**config.mk**
```make
export PLATFORM = sky130hd
export DESIGN_NAME = instr_encoder
export DESIGN_NICKNAME = d
export VERILOG_FILES = /design/src/rtl/cpu_types_pkg.sv /design/src/rtl/instr_fmt.sv /design/src/rtl/instr_encoder.sv
export SDC_FILE = /design/constraint.sdc
export NUM_CORES = 1
export LEC_CHECK = 0
export ABC_AREA = 1
export CORE_UTILIZATION = 53
export DETAILED_ROUTE_END_ITERATION = 7
export PLACE_DENSITY = 0.95
export SLEW_MARGIN = 20
export SYNTH_ARGS = -nofsm -noshare
export SYNTH_HDL_FRONTEND = slang
export SYNTH_HIERARCHICAL = 1
export SYNTH_SLANG_ARGS = --single-unit
export TNS_END_PERCENT = 100
```
**constraint.sdc**
```tcl
create_clock -name clk -period 4.4 [get_ports clk]
set_input_delay 0.88 -clock clk [delete_from_list [all_inputs] [get_ports clk]]
set_output_delay 0.88 -clock clk [all_outputs]
set_load 0.01 [all_outputs]
```
**src/rtl/cpu_types_pkg.sv**
```systemverilog
// rtl/cpu_types_pkg.sv - MIPS opcode/funct constants, ALU ops and encoder operation kinds
package cpu_types_pkg;

    typedef enum logic [5:0] {
        OP_SPECIAL = 6'h00,
        OP_J       = 6'h02,
        OP_JAL     = 6'h03,
        OP_BEQ     = 6'h04,
        OP_BNE     = 6'h05,
        OP_ADDI    = 6'h08,
        OP_ADDIU   = 6'h09,
        OP_SLTI    = 6'h0A,
        OP_SLTIU   = 6'h0B,
        OP_ANDI    = 6'h0C,
        OP_ORI     = 6'h0D,
        OP_XORI    = 6'h0E,
        OP_LUI     = 6'h0F,
        OP_LW      = 6'h23,
        OP_SW      = 6'h2B,
        OP_HALT    = 6'h3F
    } opcode_t;

    typedef enum logic [5:0] {
        FN_SLL  = 6'h00,
        FN_SRL  = 6'h02,
        FN_JR   = 6'h08,
        FN_ADD  = 6'h20,
        FN_ADDU = 6'h21,
        FN_SUB  = 6'h22,
        FN_SUBU = 6'h23,
        FN_AND  = 6'h24,
        FN_OR   = 6'h25,
        FN_XOR  = 6'h26,
        FN_NOR  = 6'h27,
        FN_SLT  = 6'h2A,
        FN_SLTU = 6'h2B
    } funct_t;

    typedef enum logic [3:0] {
        ALU_ADD  = 4'd0,
        ALU_SUB  = 4'd1,
        ALU_AND  = 4'd2,
        ALU_OR   = 4'd3,
        ALU_XOR  = 4'd4,
        ALU_NOR  = 4'd5,
        ALU_SLT  = 4'd6,
        ALU_SLTU = 4'd7,
        ALU_SLL  = 4'd8,
        ALU_SRL  = 4'd9
    } aluop_t;

    // Kind codes 12..15 are unused and treated as illegal by the encoder.
    typedef enum logic [3:0] {
        ENC_RALU   = 4'd0,
        ENC_SHIFT  = 4'd1,
        ENC_IALU   = 4'd2,
        ENC_LOAD   = 4'd3,
        ENC_STORE  = 4'd4,
        ENC_BRANCH = 4'd5,
        ENC_JUMP   = 4'd6,
        ENC_JAL    = 4'd7,
        ENC_JR     = 4'd8,
        ENC_LUI    = 4'd9,
        ENC_LI32   = 4'd10,
        ENC_HALT   = 4'd11
    } enc_kind_t;

    // Immediate survives sign extension from 16 bits.
    function automatic logic fits_s16(input logic [31:0] v);
        return (v[31:15] == 17'h00000) || (v[31:15] == 17'h1FFFF);
    endfunction

    // Immediate survives zero extension from 16 bits.
    function automatic logic fits_u16(input logic [31:0] v);
        return (v[31:16] == 16'h0000);
    endfunction

endpackage

```
**src/rtl/instr_fmt.sv**
```systemverilog
// rtl/instr_fmt.sv - combinational word builder with legality and immediate range flags
module instr_fmt
    import cpu_types_pkg::*;
#(
    parameter int STRICT_IMM = 1
) (
    input  logic [3:0]  kind,
    input  aluop_t      aluop,
    input  logic        uns,
    input  logic        bne,
    input  logic [4:0]  rs,
    input  logic [4:0]  rt,
    input  logic [4:0]  rd,
    input  logic [4:0]  shamt,
    input  logic [31:0] imm,
    input  logic [25:0] target,
    output logic [31:0] word0,
    output logic [31:0] word1,
    output logic        two_word,
    output logic        bad
);

    logic    illegal;
    logic    sign_chk;
    logic    zero_chk;
    logic    range_bad;
    funct_t  fn;
    opcode_t op;

    // Select opcode/funct per kind, assemble the word(s) and flag what cannot be encoded.
    always_comb begin
        word0    = '0;
        word1    = '0;
        two_word = 1'b0;
        illegal  = 1'b0;
        sign_chk = 1'b0;
        zero_chk = 1'b0;
        fn       = FN_SLL;
        op       = OP_SPECIAL;
        case (kind)
            ENC_RALU: begin
                case (aluop)
                    ALU_ADD:  fn = uns ? FN_ADDU : FN_ADD;
                    ALU_SUB:  fn = uns ? FN_SUBU : FN_SUB;
                    ALU_AND:  fn = FN_AND;
                    ALU_OR:   fn = FN_OR;
                    ALU_XOR:  fn = FN_XOR;
                    ALU_NOR:  fn = FN_NOR;
                    ALU_SLT:  fn = FN_SLT;
                    ALU_SLTU: fn = FN_SLTU;
                    default:  illegal = 1'b1;
                endcase
                word0 = {OP_SPECIAL, rs, rt, rd, 5'd0, fn};
            end
            ENC_SHIFT: begin
                case (aluop)
                    ALU_SLL: fn = FN_SLL;
                    ALU_SRL: fn = FN_SRL;
                    default: illegal = 1'b1;
                endcase
                word0 = {OP_SPECIAL, 5'd0, rt, rd, shamt, fn};
            end
            ENC_IALU: begin
                case (aluop)
                    ALU_ADD:  begin op = uns ? OP_ADDIU : OP_ADDI; sign_chk = 1'b1; end
                    ALU_SLT:  begin op = OP_SLTI;  sign_chk = 1'b1; end
                    ALU_SLTU: begin op = OP_SLTIU; sign_chk = 1'b1; end
                    ALU_AND:  begin op = OP_ANDI;  zero_chk = 1'b1; end
                    ALU_OR:   begin op = OP_ORI;   zero_chk = 1'b1; end
                    ALU_XOR:  begin op = OP_XORI;  zero_chk = 1'b1; end
                    default:  illegal = 1'b1;
                endcase
                word0 = {op, rs, rt, imm[15:0]};
            end
            ENC_LOAD: begin
                sign_chk = 1'b1;
                word0    = {OP_LW, rs, rt, imm[15:0]};
            end
            ENC_STORE: begin
                sign_chk = 1'b1;
                word0    = {OP_SW, rs, rt, imm[15:0]};
            end
            ENC_BRANCH: begin
                sign_chk = 1'b1;
                word0    = {(bne ? OP_BNE : OP_BEQ), rs, rt, imm[15:0]};
            end
            ENC_JUMP: word0 = {OP_J, target};
            ENC_JAL:  word0 = {OP_JAL, target};
            ENC_JR:   word0 = {OP_SPECIAL, rs, 15'd0, FN_JR};
            ENC_LUI:  word0 = {OP_LUI, 5'd0, rt, imm[15:0]};
            ENC_LI32: begin
                // Use a single instruction whenever one half of the constant is zero.
                if (imm[31:16] == 16'h0000) begin
                    word0 = {OP_ORI, 5'd0, rt, imm[15:0]};
                end else if (imm[15:0] == 16'h0000) begin
                    word0 = {OP_LUI, 5'd0, rt, imm[31:16]};
                end else begin
                    word0    = {OP_LUI, 5'd0, rt, imm[31:16]};
                    word1    = {OP_ORI, rt, rt, imm[15:0]};
                    two_word = 1'b1;
                end
            end
            ENC_HALT: word0 = {OP_HALT, 26'd0};
            default:  illegal = 1'b1;
        endcase
        range_bad = (STRICT_IMM != 0) &&
                    ((sign_chk && !fits_s16(imm)) || (zero_chk && !fits_u16(imm)));
        bad = illegal || range_bad;
    end

endmodule

```
**src/rtl/instr_encoder.sv**
```systemverilog
// rtl/instr_encoder.sv - decoded-op to MIPS word stream encoder; ENC_DELAY_SLOT_EN adds NOP delay-slot filler
module instr_encoder
    import cpu_types_pkg::*;
#(
    parameter int          STRICT_IMM = 1,
    parameter logic [31:0] NOP_WORD   = 32'h00000000
) (
    input  logic        clk,
    input  logic        n_rst,
    input  logic        enc_valid,
    output logic        enc_ready,
    input  logic [3:0]  enc_kind,
    input  aluop_t      enc_aluop,
    input  logic        enc_uns,
    input  logic        enc_bne,
    input  logic [4:0]  enc_rs,
    input  logic [4:0]  enc_rt,
    input  logic [4:0]  enc_rd,
    input  logic [4:0]  enc_shamt,
    input  logic [31:0] enc_imm,
    input  logic [25:0] enc_target,
    output logic        instr_valid,
    input  logic        instr_ready,
    output logic [31:0] instr,
    output logic        instr_last,
    output logic        enc_err
);

`ifdef ENC_DELAY_SLOT_EN
    typedef enum logic [1:0] {ST_IDLE, ST_LO, ST_SLOT} state_t;
`else
    typedef enum logic [1:0] {ST_IDLE, ST_LO} state_t;
`endif

    state_t      state_q;
    logic        instr_valid_q;
    logic [31:0] instr_q;
    logic        instr_last_q;
    logic        enc_err_q;
    logic [31:0] pend_q;

    logic [31:0] f_word0;
    logic [31:0] f_word1;
    logic        f_two;
    logic        f_bad;
    logic        out_free;
    logic        accept;
    logic        drain;

    instr_fmt #(
        .STRICT_IMM (STRICT_IMM)
    ) u_fmt (
        .kind     (enc_kind),
        .aluop    (enc_aluop),
        .uns      (enc_uns),
        .bne      (enc_bne),
        .rs       (enc_rs),
        .rt       (enc_rt),
        .rd       (enc_rd),
        .shamt    (enc_shamt),
        .imm      (enc_imm),
        .target   (enc_target),
        .word0    (f_word0),
        .word1    (f_word1),
        .two_word (f_two),
        .bad      (f_bad)
    );

    assign drain     = instr_valid_q && instr_ready;
    assign out_free  = !instr_valid_q || instr_ready;
    assign enc_ready = (state_q == ST_IDLE) && out_free;
    assign accept    = enc_valid && enc_ready;

`ifdef ENC_DELAY_SLOT_EN
    logic is_ctl;
    assign is_ctl = (enc_kind == ENC_BRANCH) || (enc_kind == ENC_JUMP) ||
                    (enc_kind == ENC_JAL)    || (enc_kind == ENC_JR);
`endif

    // Expansion FSM plus the one-entry output register; the second word is latched at accept.
    always_ff @(posedge clk) begin
        if (n_rst) begin
            state_q       <= ST_IDLE;
            instr_valid_q <= 1'b0;
            instr_q       <= 32'h0;
            instr_last_q  <= 1'b0;
            enc_err_q     <= 1'b0;
            pend_q        <= NOP_WORD;
        end else begin
            enc_err_q <= 1'b0;
            case (state_q)
                ST_IDLE: begin
                    if (accept) begin
                        if (f_bad) begin
                            instr_valid_q <= 1'b0;
                            enc_err_q     <= 1'b1;
                        end else begin
                            instr_q       <= f_word0;
                            instr_valid_q <= 1'b1;
                            pend_q        <= f_word1;
                            if (f_two) begin
                                instr_last_q <= 1'b0;
                                state_q      <= ST_LO;
`ifdef ENC_DELAY_SLOT_EN
                            end else if (is_ctl) begin
                                instr_last_q <= 1'b0;
                                state_q      <= ST_SLOT;
`endif
                            end else begin
                                instr_last_q <= 1'b1;
                            end
                        end
                    end else if (drain) begin
                        instr_valid_q <= 1'b0;
                    end
                end
                ST_LO: begin
                    if (out_free) begin
                        instr_q       <= pend_q;
                        instr_valid_q <= 1'b1;
                        instr_last_q  <= 1'b1;
                        state_q       <= ST_IDLE;
                    end
                end
`ifdef ENC_DELAY_SLOT_EN
                ST_SLOT: begin
                    if (out_free) begin
                        instr_q       <= NOP_WORD;
                        instr_valid_q <= 1'b1;
                        instr_last_q  <= 1'b1;
                        state_q       <= ST_IDLE;
                    end
                end
`endif
                default: state_q <= ST_IDLE;
            endcase
        end
    end

    assign instr_valid = instr_valid_q;
    assign instr       = instr_q;
    assign instr_last  = instr_last_q;
    assign enc_err     = enc_err_q;

endmodule

```
== Word-level counts from Yosys, hierarchy flattened ==
Cells that the tools add are included.

* Eq/ne operators: 27
* Multiplexer cells: 42
* Bitwise gates (word level): 3
* Reductions and logical operators: 31

{| class="wikitable"
|+ Operator list
! kind !! count
|-
| case mux 32 bit (12 select lines) || 1
|-
| two-way mux 32 bit || 5
|-
| case mux 32 bit (2 select lines) || 1
|-
| case mux 6 bit (8 select lines) || 1
|-
| case mux 6 bit (6 select lines) || 1
|-
| equality test 4 x 3 -> 1 bit (second input constant) || 8
|-
| logical NOT 16 bit || 2
|-
| two-way mux 30 bit || 1
|-
| two-way mux 28 bit || 1
|-
| equality test 4 bit (second input constant) || 6
|-
| two-way mux 1 bit || 21
|-
| equality test 17 bit (second input constant) || 1
|-
| logical NOT 17 bit || 1
|-
| equality test 4 x 2 -> 1 bit (second input constant) || 4
|-
| OR reduction 3 bit || 4
|-
| two-way mux 2 bit || 5
|-
| OR reduction 9 bit || 1
|-
| equality test 4 x 1 -> 1 bit (second input constant) || 2
|-
| logical NOT 4 bit || 2
|-
| inequality test 2 bit (second input constant) || 4
|-
| AND reduction 4 bit || 2
|-
| OR reduction 8 bit || 1
|-
| case mux 1 bit (2 select lines) || 3
|-
| AND reduction 3 bit || 2
|-
| other kinds (12) || 23
|}

* Flip-flop bits (word level): 69
* Word-level logic and storage cells: 109

== Longest topological paths before layout ==
Gate-level depths: netlist of run 1.

* Depth after elaboration: 10
* Depth in mapped cells: 17

== By module ==
Netlist of run 1, hierarchy kept.

{| class="wikitable"
|+ Modules (own cells, without submodules)
! module !! times used !! cells each !! area an instance (um^2) !! sequential area each (um^2)
|-
| instr_encoder || 1 || 500 || 3100.5 || 1361.3
|-
| instr_fmt || 1 || 367 || 1696.6 || 0.0
|}

== Least setup slack after synthesis of run 1 ==
Ideal clock, no wire load.

* Path kind: in2reg
* Start point: in enc_kind[1]
* End point: reg instr_q[11], in the netlist instr[11]
* Data arrival time: 2.329 ns
* Required time: 4.336 ns
* Path slack: 2.007 ns
* Stages: 16
* Path buffers: 3
* Path through: buf_6 inv_1 nand2_1 nor2_1 nand2_1 nand2_1 nor2_1 nand2_1 inv_1 nand2_1 nand2_1 nand3_2 buf_6 buf_2 nor2_1 nor2_1

* Cells in the longest elaborated chain, start to end: 8

{| class="wikitable"
|+ RTL lines
! item !! RTL line !! text
|-
| start, declared || instr_encoder.sv:12 || <nowiki>input logic [3:0] enc_kind,</nowiki>
|-
| equality test 4 x 2 -> 1 bit or equality test 4 x 3 -> 1 bit (tied branches) || instr_fmt.sv:40 || <nowiki>case (kind)</nowiki>
|-
| OR reduction 3 bit (no line) || n/a ||
|-
| case mux 1 bit (2 select lines) || instr_fmt.sv:40 ||
|-
| logical AND 1 bit || instr_fmt.sv:107 || <nowiki>((sign_chk && !fits_s16(imm)) || (zero_chk && !fits_u16(imm)));</nowiki>
|-
| logical OR 1 bit || instr_fmt.sv:107 ||
|-
| logical OR 1 bit (*) || instr_fmt.sv:108 || <nowiki>bad = illegal || range_bad;</nowiki>
|-
| net f_bad || instr_encoder.sv:45 || <nowiki>logic f_bad;</nowiki>
|-
| inequality test 2 bit (no line) (*) || n/a ||
|-
| AND reduction 4 bit (no line) (*) || n/a ||
|-
| end signal, assigned || instr_encoder.sv:98 || <nowiki>instr_q <= f_word0;</nowiki>
|-
| end signal, assigned || instr_encoder.sv:119 || <nowiki>instr_q <= pend_q;</nowiki>
|-
| end, declared || instr_encoder.sv:37 || <nowiki>logic [31:0] instr_q;</nowiki>
|}

The timed path passes the listed nets; every way through them passes the cells marked *. The select of a mux whose other input is x is not followed.
A chain may end at the register's enable or synchronous reset.

== Worst setup path after layout of run 1 ==
* Start point: in enc_imm[26]
* End point: reg instr_q[1], in the netlist instr[1]

* Cells in the longest elaborated chain, start to end: 8

{| class="wikitable"
|+ RTL lines
! item !! RTL line !! text
|-
| start, declared || instr_encoder.sv:20 || <nowiki>input logic [31:0] enc_imm,</nowiki>
|-
| equality test 17 bit or logical NOT 17 bit (tied branches) || cpu_types_pkg.sv:70 || <nowiki>return (v[31:15] == 17'h00000) || (v[31:15] == 17'h1FFFF);</nowiki>
|-
| logical OR 1 bit || cpu_types_pkg.sv:70 ||
|-
| logical NOT 1 bit || instr_fmt.sv:107 ||
|-
| logical AND 1 bit || instr_fmt.sv:107 ||
|-
| logical OR 1 bit (*) || instr_fmt.sv:107 ||
|-
| logical OR 1 bit (*) || instr_fmt.sv:108 ||
|-
| net f_bad || instr_encoder.sv:45 ||
|-
| inequality test 2 bit (no line) (*) || n/a ||
|-
| AND reduction 4 bit (no line) (*) || n/a ||
|}

Marked as above.

==> impl_results.md, run 1 <==
- Setup slack after layout: 1.038 ns
- CP max stage delay: 0.45 ns
- Placed cell area: 0.005951 sq mm
- Post-cts sizing count: 0
- Via count: 5392
- Die Area: 0.009435 sq mm
- PD cells: 302.7 mW/mm^2
- Period utilization: 76.41%
- Final cell count without fillers: 1076
- Filler cells: 722
- Nets: 1055
- Final hold violations: 0
- Post-synth cell types: 26
- Area grow syn2layout: 28.69%
- Worst-path clk slew: 0.08 ns
- Max cap viols: 0
- ANT cells: 0
- Maximum VDD drop: 0.0001509 V
- Root Driver: clkbuf_8
- Final setup viols: 0
- Core region area: 0.008721 sq mm
- Outcome: completed
- CP cell instances: clkdlybuf4s50_1, nor2_1, nand2_1, nor2_4, nand2_4, nand2_1, nand2_1, inv_1, nand2_1, nand2_1, nand3_2, buf_12, nand2_1, nand2_1, nor2_1
- Final ANT Viol Nets: 0
- # IOs: 128
- Relative max-transition margin: 29.36%
- WP data arrival: 3.65 ns
- Synth area leaders: dfxtp_1, nand2_1, nor2_1
- Clk Latency, worst-skew pair: 0.35 ns
- Grt ovf: 0
- Total CTS buffers: 9
- DP HPWL: 9616 um
- Data required time at the worst endpoint: 4.68 ns
- Hold_ws: 0.4826 ns
- Critical Path Slowest Stage Cell: clkdlybuf4s50_1
- Port bufs: 127
- Mapped Avg Cell Area: 5.533 sq um
- Dpl ws: 0.7124 ns
- Ratio of cells with drive above 1 in the final layout: 5.888%
- Cell Count Post-Placement: 1060
- CP dominant cell by count: nand2_1
- Fin area: 0.006173 sq mm
- Hold Crit Class: register to register
- Register area share after synthesis: 28.38%
- CP Max Fanout: 42
- Die height: 97.14 um
- # rows: 34
- Largest area contributor in the netlist: dfxtp_1
- Synthesized flop and latch total: 68
- Setup Buffers After CTS: 0
- Sink Count: 68
- RSZ-0062 raised after global routing: no
- Slew @ Worst Pin: 1.058 ns
- Gr usage total: 28.35%
- CTS tree: built
- Yosys top cell area share: 28.38%
- 1st-iter DRT viols: 501
- Initial Util: 55.01%
- Placer's final routability congestion estimate: 0.9990
- Drt wl/cell: 12.00 um
- Ys Warns: 6
- Pin count of the biggest net entering global routing: 69
- Drt total wl: 12910 um
- Pre-antenna DRT Iters: 6
- Via density: 5.011
- Clock Skews: 0.01169 ns
- Pleak: 3.233 nW
- Initial antenna violation count: 0
- Chip width: 97.14 um
- Clock buffer depth: 2
- Fin crit period: 3.362 ns
- Crit path launch type: input port
- Post-synthesis cell area: 0.004797 sq mm
- Vias in the first global route: 4969
- Residual DRC: 0
- Setup TNS: 0 ns
- Synth Instances: 867
- Fmax: 0.2974 GHz
- First-pass GRT wire length: 22080 um
- Max Slew Vio Count: 0
- Crit path capture type: register
- Post-cts hold buffer count: 0
- H-tree levels: 3
- Critical path class: input port to register
==> report_power, final <==
part           internal, mW  leakage [nW]  switching (mW)  total [mW]
Combinational         0.258          2.56           0.322       0.580
Clock                 0.323         0.110           0.252       0.575
Sequential            0.686         0.560          0.0280       0.713
Total                  1.27          3.23           0.603        1.87
==> layout make-up <==
type / instances / area [sq um] / area share (%)
flip-flops and latches: 68 / 1361 / 22.05
repair buffers: 131 / 1314 / 21.28
multi-input cells: 620 / 2641 / 42.78
well taps: 108 / 135.1 / 2.189
clock buffers: 9 / 123.9 / 2.006
clock inverters: 7 / 98.84 / 1.601
inverters: 133 / 499.2 / 8.087
==> layout by cell type, fill, tap and decap left out <==
master	netlist	final
nand2_1	296	296
nor2_1	163	163
inv_1	129	128
clkdlybuf4s50_1	0	127
dfxtp_1	68	68
nand3_1	49	49
o21ai_0	47	47
nor2_2	21	21
a21oi_1	17	17
clkbuf_8	0	9
nand4_1	8	8
inv_2	4	5
nand3_2	3	3
buf_4	12	3
nor2_4	3	3
conb_1	1	3
inv_6	0	2
bufinv_16	0	2
a22oi_1	2	2
nor3_1	2	2
nand2_2	1	1
nand4_4	1	1
a31oi_1	1	1
clkinv_4	0	1
clkinvlp_4	0	1
clkinv_2	0	1
buf_12	0	1
or2_2	1	1
nand2_4	1	1
nor2_8	1	1
==> through the flow <==
step                utilization (%)  total power [mW]
global placement              68.24             1.284
floorplan                         -             1.070
detailed placement            68.24             1.297
finish                        70.79             1.869
global route                  70.79             1.985
CTS                           70.79             1.869
==> Yosys cell counts <==
library cell    n
a21oi_1        17
a22oi_1         2
a31oi_1         1
buf_1           4
buf_2          20
buf_4          12
buf_6           7
clkbuf_1        5
conb_1          1
dfxtp_1        68
inv_1         129
inv_2           4
nand2_1       296
nand2_2         1
nand2_4         1
nand3_1        49
nand3_2         3
nand4_1         8
nand4_4         1
nor2_1        163
nor2_2         21
nor2_4          3
nor2_8          1
nor3_1          2
o21ai_0        47
or2_2           1
==> worst max-delay path: cells and delay by family <==
kind / cells / cell delay, ns
AND/OR/NAND/NOR: 12 / 1.91
buffers and inverters: 3 / 0.85
==> path summary, 6_finish.rpt <==
path / cells after the start / to / slack [ns] / from
worst max-delay path: 15 / instr[1] / 1.04 / enc_imm[26]
worst max register to register: 7 / instr[1] / 2.15 / state_q[0]
worst min-delay path: 2 / instr_last / 0.48 / instr_last
worst min register to register: 2 / instr_last / 0.48 / instr_last
==> kinds of logic (layout without fill, tap and decap cells) <==
logic type,Yosys count,count (layout),synth area share [%]
buffers and inverters,181,280,16.72
AND/OR/NAND/NOR,550,550,47.71
AO/OA/AOI/OAI,67,67,7.121
flip-flops,68,68,28.38
other,1,3,0.07817
==> routing by layer <==
metal  share of wire [%]  GRT usage (%)  vias up  wire [um]
met5                   0              0        -          0
met4                 1.9          9.300        0        244
met3                 7.1          5.036       23        922
met2                  48          48.10      228       6193
met1                  43          36.30     2374       5547
li1                    -              -     2767          -
==> registers in the layout, indices dropped and copies added (netlist names) <==
register,cells
instr,32
pend_q,32
enc_err,1
instr_last,1
instr_valid,1
state_q,1
Note: power is estimated with default switching activity, not from simulation.
==> inputs of run 2 (changes only) <==
- CORE_UTILIZATION: 53 -> 45
- PLACE_DENSITY: 0.95 -> 0.88
- clock period: 4.4 -> 2.8 ns (I/O delays scaled with it)
==> run 2 against run 1 <==
Via count is 1.8% higher; first-iteration DRC count down 7.0%; critical path depth is the same; final cell count is 4.4% higher; highest routed layer unchanged; clock power grew 90%.
==> impl_results.md, run 2 (same netlist as run 1, synthesis figures left out) <==
- Hold depth: 2
- Setup TNS: 0 ns
- Post-cts sizing count: 0
- Gr usage total: 25.02%
- CTS tree: built
- Period utilization: 88.65%
- Most frequent cells in the layout: nand2_1, nor2_1, inv_1
- Vias in the first global route: 5043
- Post-cts hold buffer count: 0
- Drt wl/cell: 12.18 um
- Area grow syn2layout: 33.91%
- Final setup viols: 0
- Fin crit period: 2.482 ns
- Sink of the worst hold path: instr_last
- Clk Latency, worst-skew pair: 0.34 ns
- Die height: 105.3 um
- Data required time at the worst endpoint: 3.03 ns
- Initial Util: 46.47%
- Commonest non-fill, non-tap cell in the layout: nand2_1
- Fmax: 0.4029 GHz
- Worst-path clk slew: 0.08 ns
- Clock Skews: 0.01120 ns
- Setup Buffers After CTS: 0
- # rows: 37
- Crit path launch type: input port
- Total CTS buffers: 9
- PD cells: 491.8 mW/mm^2
- Via density: 4.890
- Clock buffer depth: 2
- Chip width: 105.3 um
- Nets: 1074
- Terminus of the critical flop-to-flop path: instr[12]
- Dpl ws: 0.02624 ns
- Pin count of the biggest net entering global routing: 55
- H-tree levels: 3
- CP Max Fanout: 54
- DP HPWL: 10270 um
- Crit path capture type: register
- 1st-iter DRT viols: 466
- Util after Layout: 62.22%
- WP data arrival: 2.71 ns
- Initial antenna violation count: 0
- Setup slack after layout: 0.3179 ns
- Hold Crit Class: register to register
- Maximum VDD drop: 0.0002704 V
- Die Area: 0.01108 sq mm
- Reg area: 0.001361 sq mm
- Final ANT Viol Nets: 0
- Filler cells: 967
- Max Slew Vio Count: 0
- Grt ovf: 0
- Residual DRC: 0
- Sink Count: 68
- ANT cells: 0
- Reg-to-Reg Start: state_q[0]
- Area of the multi-input gates: 0.002641 sq mm
- Placer's final routability congestion estimate: 0.9317
- Relative max-transition margin: 59.39%
- Slew @ Worst Pin: 0.6083 ns
- Core region area: 0.01032 sq mm
- R2r setup slk: 1.05 ns
- Max cap viols: 0
- Outcome: completed
- Port bufs: 127
- Pre-antenna DRT Iters: 5
- Worst min-delay path startpoint: instr_last
- Placed cell area: 0.006153 sq mm
- Ratio of cells with drive above 1 in the final layout: 7.700%
- Final hold violations: 0
- Via count: 5491
- Worst reg2reg path depth: 7
- # IOs: 128
- Root Driver: clkbuf_8
- RSZ-0062 raised after global routing: no
- First-pass GRT wire length: 22510 um
- Fin area: 0.006424 sq mm
- Pleak: 3.359 nW
- Drt total wl: 13680 um
- Critical path class: input port to register
[run 2: changes by cell type in the layout (fill, tap and decap cells not counted), sizes merged]
cell,delta
bufinv,+2
clkinvlp,-1
inv,-1
buf,+19
[run 2: layout make-up]
class                   count  share of cell area (%)
inverters                 133                   7.772
multi-input cells         620                   41.12
clock buffers               9                   1.928
well taps                 136                   2.649
flip-flops and latches     68                   21.19
repair buffers            150                   23.06
clock inverters             7                   2.279
[run 2: worst max-delay path by stage]
stage | start | endpoint | slack (ns) | cells after the start
finish | enc_aluop[2] | instr[12] | 0.32 | 15
detailed placement | enc_aluop[2] | instr_last | 0.03 | 14
floorplan | enc_kind[1] | instr[11] | 0.73 | 16
global placement | enc_aluop[2] | instr[1] | 0.05 | 15
global route | enc_aluop[2] | instr[12] | 0.09 | 15
CTS | enc_aluop[2] | instr[12] | 0.35 | 15
[run 2: where the power goes]
part / internal, mW / switching [mW] / total, mW
sequential: 1.08 / 0.0450 / 1.12
combinational: 0.429 / 0.515 / 0.944
clock: 0.688 / 0.405 / 1.09
total: 2.19 / 0.965 / 3.16
[run 2: per-stage QoR]
step | std cells | total power [mW] | hold WS [ns]
after CTS | 1123 | 3.158 | 0.4967
after detailed placement | 1107 | 2.071 | 0.4833
after floorplan | 869 | 1.681 | 0.4823
after global routing | 1123 | 3.332 | 0.5082
final | 1123 | 3.159 | 0.5012
after global placement | 1107 | 2.050 | 0.4567
[run 2: critical path, cell delays in order]
cell and delay (ns):
clkdlybuf4s50_1 0.54, inv_1 0.08, nor2_1 0.20, nand2_1 0.10
a21oi_1 0.21, nand2_1 0.08, nand2_1 0.07, inv_1 0.04
nand2_1 0.11, nand2_1 0.10, nand3_2 0.16, buf_12 0.23
nand2_1 0.08, nand2_1 0.07, nor2_1 0.05
[run 2: per-layer routing]
metal  routed length (um)  global-route usage (%)
met5                    0                       0
met4                  367                   10.16
met3                  782                   3.772
met2                 6657                   43.09
met1                 5875                   31.13
==> inputs of run 3 (changes only) <==
- CORE_UTILIZATION: 45 -> 30
- CTS_CLUSTER_SIZE: unset -> 28
- PLACE_DENSITY: 0.88 -> 0.66
==> run 3 against run 2 <==
Routed wire length is 5.7% higher; sequential share of layout area decreased by 0.73 points; critical path type unchanged; design area is 3.5% higher; via count is 4.1% lower; critical endpoint is now instr[21]; die area is 49% higher; highest routed layer unchanged; fmax is 1.3% higher; final cell count is 7.3% higher; clock power rose by 13%; global-route usage shrank 7.0 points; total power up 4.9%; clock skew fell by 0.0050 ns.
==> impl_results.md, run 3 (same netlist as run 1, synthesis figures left out) <==
- Outcome: completed
- Residual DRC: 0
- Gr usage total: 18.04%
- Clock buffer depth: 2
- Setup Buffers After CTS: 0
- Area grow syn2layout: 38.65%
- DP HPWL: 11280 um
- Max cap viols: 0
- Ratio of cells with drive above 1 in the final layout: 8.350%
- Worst min-delay path startpoint: instr_last
- Fmax: 0.4079 GHz
- Chip width: 128.5 um
- Terminus of the critical flop-to-flop path: instr[21]
- Relative max-transition margin: 55.29%
- Total CTS buffers: 9
- Sink of the worst hold path: instr_last
- Data required time at the worst endpoint: 3.03 ns
- Critical path class: input port to register
- H-tree levels: 3
- CTS tree: built
- CP Max Fanout: 22
- PD cells: 498.1 mW/mm^2
- Root Driver: clkbuf_16
- Via count: 5267
- Final hold violations: 0
- Sink Count: 68
- Worst-path clk slew: 0.06 ns
- Initial Util: 31.09%
- Die height: 128.5 um
- Nets: 1081
- Crit path launch type: input port
- Clock Skews: 0.006233 ns
- Overall power: 3.313 mW
- Slew @ Worst Pin: 0.6697 ns
- Filler cells: 1672
- R2r setup slk: 1.05 ns
- # IOs: 128
- First-pass GRT wire length: 23530 um
- Pleak: 3.427 nW
- Most frequent cells in the layout: nand2_1, nor2_1, inv_1
- Setup TNS: 0 ns
- Pre-antenna DRT Iters: 8
- Post-cts sizing count: 0
- Commonest non-fill, non-tap cell in the layout: nand2_1
- Reg area: 0.001361 sq mm
- ANT cells: 0
- 1st-iter DRT viols: 380
- Max Slew Vio Count: 0
- Final setup viols: 0
- Final ANT Viol Nets: 0
- WP data arrival: 2.68 ns
- Clk Latency, worst-skew pair: 0.33 ns
- # rows: 45
- Area of the multi-input gates: 0.002641 sq mm
- Placer's final routability congestion estimate: 0.9085
- Hold Crit Class: register to register
- Pin count of the biggest net entering global routing: 45
- Via density: 4.371
- Core region area: 0.01543 sq mm
- Drt wl/cell: 12.00 um
- Period utilization: 87.55%
- Crit path capture type: register
- Post-cts hold buffer count: 0
- Maximum VDD drop: 0.0003361 V
- Initial antenna violation count: 0
- RSZ-0062 raised after global routing: no
- Dpl ws: 0.02526 ns
- Vias in the first global route: 4760
- Die Area: 0.01650 sq mm
- Port bufs: 127
- Grt ovf: 0
- Reg-to-Reg Start: state_q[0]
- Drt total wl: 14460 um
- Setup slack after layout: 0.3487 ns
- Worst reg2reg path depth: 7
- Hold depth: 2
- Fin crit period: 2.451 ns
[run 3: cell types whose count changed in the layout (fill, tap and decap cells not counted), sizes merged]
cell / change
buf: +7
bufinv: -2
clkinv: +2
clkbuf: +1
inv: -1
[run 3: power by group]
part	internal, mW	total [mW]	leakage (nW)	switching [mW]
Sequential	1.08	1.13	0.560	0.0460
Combinational	0.438	0.954	2.70	0.516
Clock	0.803	1.23	0.162	0.430
Total	2.32	3.31	3.43	0.992
[run 3: how the worst max path moves through the flow]
| stage | slack (ns) | to | from | depth (start not counted) |
|---|---|---|---|---|
| after global routing | 0.12 | instr[28] | enc_aluop[2] | 15 |
| after floorplan | 0.73 | instr[11] | enc_kind[1] | 16 |
| after CTS | 0.38 | instr[21] | enc_aluop[2] | 15 |
| after global placement | 0.06 | instr[28] | enc_aluop[2] | 15 |
| final | 0.35 | instr[21] | enc_aluop[2] | 15 |
| after detailed placement | 0.03 | instr[21] | enc_aluop[2] | 15 |
[run 3: cell type report]
| cell class | count | share of cell area [%] |
|---|---|---|
| clock inverter | 6 | 1.317 |
| inverter | 133 | 7.506 |
| clock buffer | 10 | 3.593 |
| tap | 211 | 3.969 |
| multi-input combinational | 620 | 39.71 |
| sequential | 68 | 20.47 |
| timing repair buffer | 157 | 23.44 |
[run 3: metal layers]
metal  global-route usage [%]  wire length [um]  vias up
met1                    23.92              7012     2287
li1                         -                 -     2824
met5                        0                 0        -
met2                    29.67              6547      141
met3                    3.202               680       15
met4                    5.606               223        0
[run 3: critical path: stages]
cell	delay, ns
clkdlybuf4s50_1	0.54
inv_1	0.07
nor2_1	0.19
nand2_1	0.10
a21oi_1	0.19
nand2_1	0.09
nand2_1	0.07
inv_1	0.03
nand2_1	0.12
nand2_1	0.11
nand3_2	0.16
buf_4	0.26
nand2_1	0.08
nand2_1	0.06
nor2_1	0.04
[run 3: stage by stage]
stage          hold WS, ns  cells  utilization (%)  cell area, sq um
3_3_place_gp        0.4717   1189            41.00              6325
3_5_place_dp        0.4776   1189            41.00              6325
4_1_cts             0.4871   1205            43.11              6651
2_1_floorplan       0.4823    869                -              4805
6_report            0.4858   1205            43.11              6651
5_1_grt             0.4987   1205            43.11              6651
